$ cat src/rtl/sonic_constants.sv
// rtl/sonic_constants.sv - shared SoNIC build constants
`ifndef SONIC_CONSTANTS_SV
`define SONIC_CONSTANTS_SV

`define USED_QWORDS_WIDTH 8

`endif

$ cat src/rtl/sonic_rx_sched_pkg.sv
// rtl/sonic_rx_sched_pkg.sv - state type and chunk sizing for the rx block scheduler
package sonic_rx_sched_pkg;

  typedef enum logic [1:0] {
    IDLE = 2'd0,
    REQ  = 2'd1,
    XFER = 2'd2,
    MSI  = 2'd3
  } sched_state_t;

  // ring_end is 2^W - rptr and needs one bit more than a ring pointer, hence the wide operands
  function automatic logic [32:0] chunk_len(input logic [32:0] rem, input logic [32:0] ring_end);
    return (rem < ring_end) ? rem : ring_end;
  endfunction

endpackage

$ cat src/rtl/sonic_rx_block_scheduler.sv
// rtl/sonic_rx_block_scheduler.sv - issues per-block/per-chunk DMA reads from the rx ring and paces MSIs
`ifndef USED_QWORDS_WIDTH
`define USED_QWORDS_WIDTH 8
`endif

module sonic_rx_block_scheduler
  import sonic_rx_sched_pkg::*;
#(
  parameter int USED_QWORDS_WIDTH = `USED_QWORDS_WIDTH
) (
  input  logic                           clk_in,
  input  logic                           rstn,
  input  logic                           enable_sfp,
  input  logic [USED_QWORDS_WIDTH-1:0]   rx_ring_wptr,
  input  logic [31:0]                    rx_block_size,
  input  logic                           irq_msi_enable,
  input  logic [7:0]                     blocks_per_irq,
  output logic                           dma_req,
  input  logic                           dma_ack,
  output logic [USED_QWORDS_WIDTH-2:0]   dma_addr_owords,
  output logic [USED_QWORDS_WIDTH-1:0]   dma_len_owords,
  input  logic                           dma_done,
  output logic                           app_msi_req,
  input  logic                           app_msi_ack,
  output logic [USED_QWORDS_WIDTH-1:0]   rx_ring_rptr,
  output logic [USED_QWORDS_WIDTH-1:0]   rx_avail_qwords,
  output logic [31:0]                    blocks_sent
);

  localparam int W = USED_QWORDS_WIDTH;

  sched_state_t state;
  logic [W-1:0] rptr, blk_rem, cur_chunk;
  logic [W-1:0] avail, blk, rem_eff, chunk, rem_after;
  logic [W:0]   ring_end;
  logic [32:0]  chunk_wide;
  logic [7:0]   irq_cnt, bpi;
  logic [8:0]   irq_next;
  logic         unused_bits;

  assign rx_ring_rptr = rptr;

  always_comb begin
    avail      = rx_ring_wptr - rptr;
    blk        = {rx_block_size[W-1:1], 1'b0};
    // an exhausted block picks up the current block size on its next issue
    rem_eff    = (blk_rem == '0) ? blk : blk_rem;
    ring_end   = {1'b1, {W{1'b0}}} - {1'b0, rptr};
    chunk_wide = chunk_len(33'(rem_eff), 33'(ring_end));
    chunk      = chunk_wide[W-1:0];
    rem_after  = blk_rem - cur_chunk;
    bpi        = (blocks_per_irq == 8'd0) ? 8'd1 : blocks_per_irq;
    irq_next   = {1'b0, irq_cnt} + 9'd1;
  end

  assign unused_bits = ^{rx_block_size[31:W], rx_block_size[0], chunk_wide[32:W]};

  always_ff @(posedge clk_in or negedge rstn) begin
    if (!rstn) begin
      state           <= IDLE;
      rptr            <= '0;
      blk_rem         <= '0;
      cur_chunk       <= '0;
      irq_cnt         <= '0;
      dma_req         <= 1'b0;
      dma_addr_owords <= '0;
      dma_len_owords  <= '0;
      app_msi_req     <= 1'b0;
      rx_avail_qwords <= '0;
      blocks_sent     <= '0;
    end else begin
      rx_avail_qwords <= avail;
      case (state)
        IDLE: begin
          if (!enable_sfp) begin
            rptr    <= '0;
            blk_rem <= '0;
            irq_cnt <= '0;
          end else if (blk != '0 && avail >= rem_eff) begin
            blk_rem         <= rem_eff;
            cur_chunk       <= chunk;
            dma_addr_owords <= rptr[W-1:1];
            dma_len_owords  <= chunk >> 1;
            dma_req         <= 1'b1;
            state           <= REQ;
          end
        end
        REQ: begin
          if (!enable_sfp) begin
            dma_req <= 1'b0;
            rptr    <= '0;
            blk_rem <= '0;
            irq_cnt <= '0;
            state   <= IDLE;
          end else if (dma_ack) begin
            dma_req <= 1'b0;
            state   <= XFER;
          end
        end
        XFER: begin
          if (dma_done) begin
            state <= IDLE;
            // a transfer finishing after the port was disabled is drained, never consumed
            if (!enable_sfp) begin
              rptr    <= '0;
              blk_rem <= '0;
              irq_cnt <= '0;
            end else begin
              rptr    <= rptr + cur_chunk;
              blk_rem <= rem_after;
              if (rem_after == '0) begin
                blocks_sent <= blocks_sent + 32'd1;
                if (irq_msi_enable && irq_next >= {1'b0, bpi}) begin
                  irq_cnt     <= '0;
                  app_msi_req <= 1'b1;
                  state       <= MSI;
                end else if (!irq_msi_enable && irq_next > {1'b0, bpi}) begin
                  irq_cnt <= bpi;
                end else begin
                  irq_cnt <= irq_next[7:0];
                end
              end
            end
          end
        end
        MSI: begin
          if (!enable_sfp) begin
            rptr    <= '0;
            blk_rem <= '0;
            irq_cnt <= '0;
          end
          if (app_msi_ack) begin
            app_msi_req <= 1'b0;
            state       <= IDLE;
          end
        end
        default: state <= IDLE;
      endcase
    end
  end

endmodule

$ cat config.mk
export PLATFORM = sky130hd
export DESIGN_NAME = sonic_rx_block_scheduler
export DESIGN_NICKNAME = d
export VERILOG_FILES = /design/src/rtl/sonic_constants.sv /design/src/rtl/sonic_rx_sched_pkg.sv /design/src/rtl/sonic_rx_block_scheduler.sv
export SDC_FILE = /design/constraint.sdc
export NUM_CORES = 1
export LEC_CHECK = 0
export BUFFER_PORTS_ARGS = -buffer_cell sky130_fd_sc_hd__buf_2
export CAP_MARGIN = 0
export CORE_ASPECT_RATIO = 0.5
export CORE_MARGIN = 1
export CORE_UTILIZATION = 30
export CTS_CLUSTER_DIAMETER = 50
export DETAILED_ROUTE_END_ITERATION = 12
export PLACE_DENSITY = 0.46
export SYNTH_ARGS = -nofsm -noshare
export SYNTH_HDL_FRONTEND = slang
export SYNTH_SLANG_ARGS = --single-unit
$ cat constraint.sdc
create_clock -name clk_in -period 4.98 [get_ports clk_in]
set_clock_uncertainty 0.15 [all_clocks]
set_input_delay 0.747 -clock clk_in [delete_from_list [all_inputs] [get_ports clk_in]]
set_output_delay 0.747 -clock clk_in [all_outputs]
set_load 0.03 [all_outputs]
==> key figures <==
Layout
  • Antenna Cells: 0
  • Final nets: ~760
  • Synthesis-to-layout area growth: 16.8%
  • Share of cells above drive strength 1: between 20 and 25%
  • Filler Cells Inserted: 1,850

STA
  • Hold Fails Final Rpt: 0
  • Max Slew Vio Count: 0
  • RSZ-0062 raised after global routing: no
  • Total negative slack: 0 ns
  • Normalized max-slew margin: between 50% and 60%
  • Post-route minimum period: around 4.0 ns
  • Post-route clock period utilization: 80.1%
  • Worst-margin pin slew: between 0.7 and 0.8 ns
  • Fmax: approximately 250 MHz
  • Final setup violating endpoints: 0

Drt
  • First DRT Iteration DRCs: about 200
  • Drt wl/cell: roughly 16 um
  • Final ANT Viol Nets: 0
  • First drt pass iteration count: 4
  • WL final: 14,300 um
  • Vias per cell: 4.95
  • DRC Markers: 0
  • DR vias: 4,401

Power and ir drop
  • Maximum VDD drop: between 0.00015 and 0.0002 V
  • Seq pwr share: 29.8%
  • Logic pwr share: just under 50%
  • Sw frac: 43.2%
  • Tot Pwr: about 0.0030 W
  • P_sw: roughly 0.0013 W
  • Leakage power: roughly 3.2 nW
  • Internal Power: approximately 0.0017 W
  • Clock power share: ~22%
  • Pwr/cell area: around 460 nW/um^2

Status
  • Status: completed

Run
  • Number of max-cap violations: 0

Yosys
  • Yosys cell types: 66
  • Count leader, synth: dfrtp_1
  • Post-synthesis cell area: between 5000 and 6000 um^2
  • Top post-synthesis cells by area: dfrtp_1 (38%), ha_1 (11%), xnor2_1 (7.5%), a21oi_1 (3.1%), inv_1 (2.9%)
  • Most frequent cells after synthesis: dfrtp_1 (83), ha_1 (47), xnor2_1 (47)
  • EDFF count, synth: 0
  • Main synth FF type: dfrtp_1
  • Syn_area_per_cell: a little under 10 um^2
  • Post-synthesis sequential area ratio: a little under two fifths
  • Yosys top cell area share: a little under two fifths
  • Syn Nets: around 680
  • Flops & latches, synth: 83
  • Synthesized instance count: 570
  • Synth warnings: 0
  • Synth async-reset ratio: 100%
  • Most area-hungry cell type in the Yosys netlist: dfrtp_1

Clocking
  • CTS Hold Buffers Added: 0
  • CTS Root Cell: clkbuf_16
  • Num CTS Buffers: 9
  • Clk Latency, worst-skew pair: between 0.3 and 0.4 ns
  • Post-cts resize count: 0
  • CTS tree: yes
  • Bufs on Longest Clock Path: 2
  • CTS Sinks: between 80 and 90
  • Number of H-tree levels: 3
  • CTS clk-pin slew, worst paths: about 0.07 ns
  • Post-CTS setup buffers: 0

Die
  • Ports: between 100 and 150
  • Die Y: between 90 and 100 um
  • Core area: between 15,000 and 20,000 um^2
  • Die ar.: around 19,000 um^2
  • Initial Util: around 31%
  • Die X: just under 200 um
  • Cell Rows: 34

Worst setup path
  • Worst Setup End Kind: register
  • Crit path buffers/inverters: 0
  • CP cell instances: or4_1 > nor4_1 > and2b_1 > a21oi_1 > ha_1 > a21o_1 > a21o_1 > a21oi_1 > o31a_1 > o21ai_1 > nand2_1 > mux2_2
  • CP max-delay cell: or4_1
  • Max stage delay on crit path: about 0.55 ns
  • Worst path arrival time: a little over 4 ns
  • CP Data Required Time: between 5 and 6 ns
  • Levels on crit path: 12
  • Kind of critical path: register to register
  • Reg2reg path depth: 12
  • Peak fanout along the critical path: 6
  • Cell family with most CP delay: simple AND/OR/NAND/NOR gates
  • Critical Path Source Type: register

GRT
  • Total GRT Usage: between 10% and 20%
  • Vias in the first global route: about 4,300
  • Total gr overflow: 0
  • First-pass GRT wire length: 23,600 um
  • Maximum number of pins on one net before global-route repair: 48
  • Antenna violations before repair: 0

Place
  • I/O Buffers: 93
  • Routability cong.: between 0.8 and 0.9
  • DP Wirelength: 10,900 um

Worst hold path
  • HP Class: primary input to async pin
[worst reg2reg max path: cells and delay by family (launching register included)]
kind | cells | cell delay [ns]
adder cells (fa/ha/maj) | 1 | 0.35
AO/OA/AOI/OAI | 6 | 1.22
flip-flops | 1 | 0.41
multiplexers | 1 | 0.38
AND/OR/NAND/NOR | 4 | 1.36
[power groups by stage]
stage / logic, W / registers [W] / clock network [W]
2_1_floorplan: 0.00107 / 0.000921 / 0
3_3_place_gp: 0.00143 / 0.000897 / 0
3_5_place_dp: 0.00143 / 0.000901 / 0
4_1_cts: 0.00145 / 0.000888 / 0.000664
5_1_grt: 0.00161 / 0.000900 / 0.000691
6_report: 0.00144 / 0.000881 / 0.000638
[layout make-up]
type | count | area, um^2 | share of cell area [%]
Inverter | 44 | 165 | 2.57
Tap cell | 234 | 293 | 4.55
Multi-Input combinational cell | 416 | 3130 | 48.6
Timing Repair Buffer | 97 | 498 | 7.74
Clock inverter | 4 | 35.0 | 0.544
Clock buffer | 11 | 243 | 3.77
Sequential cell | 83 | 2080 | 32.3
[placed cells by master (no fill, tap or decap), types with 4 or more instances in the layout]
cell type / count
inv_1: 43
a21o_1: 15
nor2b_1: 5
o22ai_1: 4
mux2_2: 10
a21oi_1: 34
ha_1: 47
o2bb2ai_1: 4
o21a_1: 6
buf_4: 5
nor2_1: 29
nor3_1: 7
nand2_1: 30
xor2_1: 13
mux2_1: 6
a31oi_1: 4
o21ai_1: 5
nand3_1: 23
buf_2: 92
and3_1: 17
o21ai_0: 14
xnor2_1: 47
nand2b_1: 10
dfrtp_1: 83
nand4_1: 17
mux2i_1: 7
clkbuf_16: 9
[metal layers]
metal	wire [um]	global-route usage (%)
met1	7110	21.8
met2	6280	24.5
met3	716	3.97
met4	146	3.38
met5	0	0
[cell families after synthesis]
| group | share of synthesized area [%] |
|---|---|
| AOI/OAI and AO/OA | 14.4 |
| xor gates and xnor gates | 9.54 |
| adders and majority gates | 11.8 |
| buffers and inverters | 5.66 |
| DFF | 37.7 |
| muxes | 4.54 |
| other | 0.0681 |
| and+or+nand+nor | 16.3 |
[flip-flops by register name, summed over array words and instances, names as in the netlist]
register / cells
app_msi_req: 1
blk_rem: 8
dma_req: 1
dma_addr_owords: 7
blocks_sent: 32
rx_ring_rptr: 8
state: 2
rx_avail_qwords: 8
cur_chunk: 8
irq_cnt: 8
[through the flow]
stage	utilization [%]	hold WS (ns)	worst slack, ns	area [um^2]	instances
floorplan	-	0.301	1.06	5510	570
global placement	34.9	0.311	0.658	6160	874
detailed placement	34.9	0.309	0.674	6160	874
CTS	36.5	0.287	0.972	6440	889
global route	36.5	0.315	0.680	6440	889
finish	36.5	0.269	0.989	6440	889
[path summary, 6_finish.rpt]
kind / start / endpoint / slack, ns
min: rstn / blocks_sent[10] / 0.27
max in group asynchronous: rstn / rx_avail_qwords[4] / 3.44
min in group clk_in: blocks_sent[31] / blocks_sent[31] / 0.33
max reg2reg: blk_rem[4] / blk_rem[3] / 0.99
max: blk_rem[4] / blk_rem[3] / 0.99
min reg2reg: blocks_sent[31] / blocks_sent[31] / 0.33
Note: power is estimated with default switching activity, not from simulation.
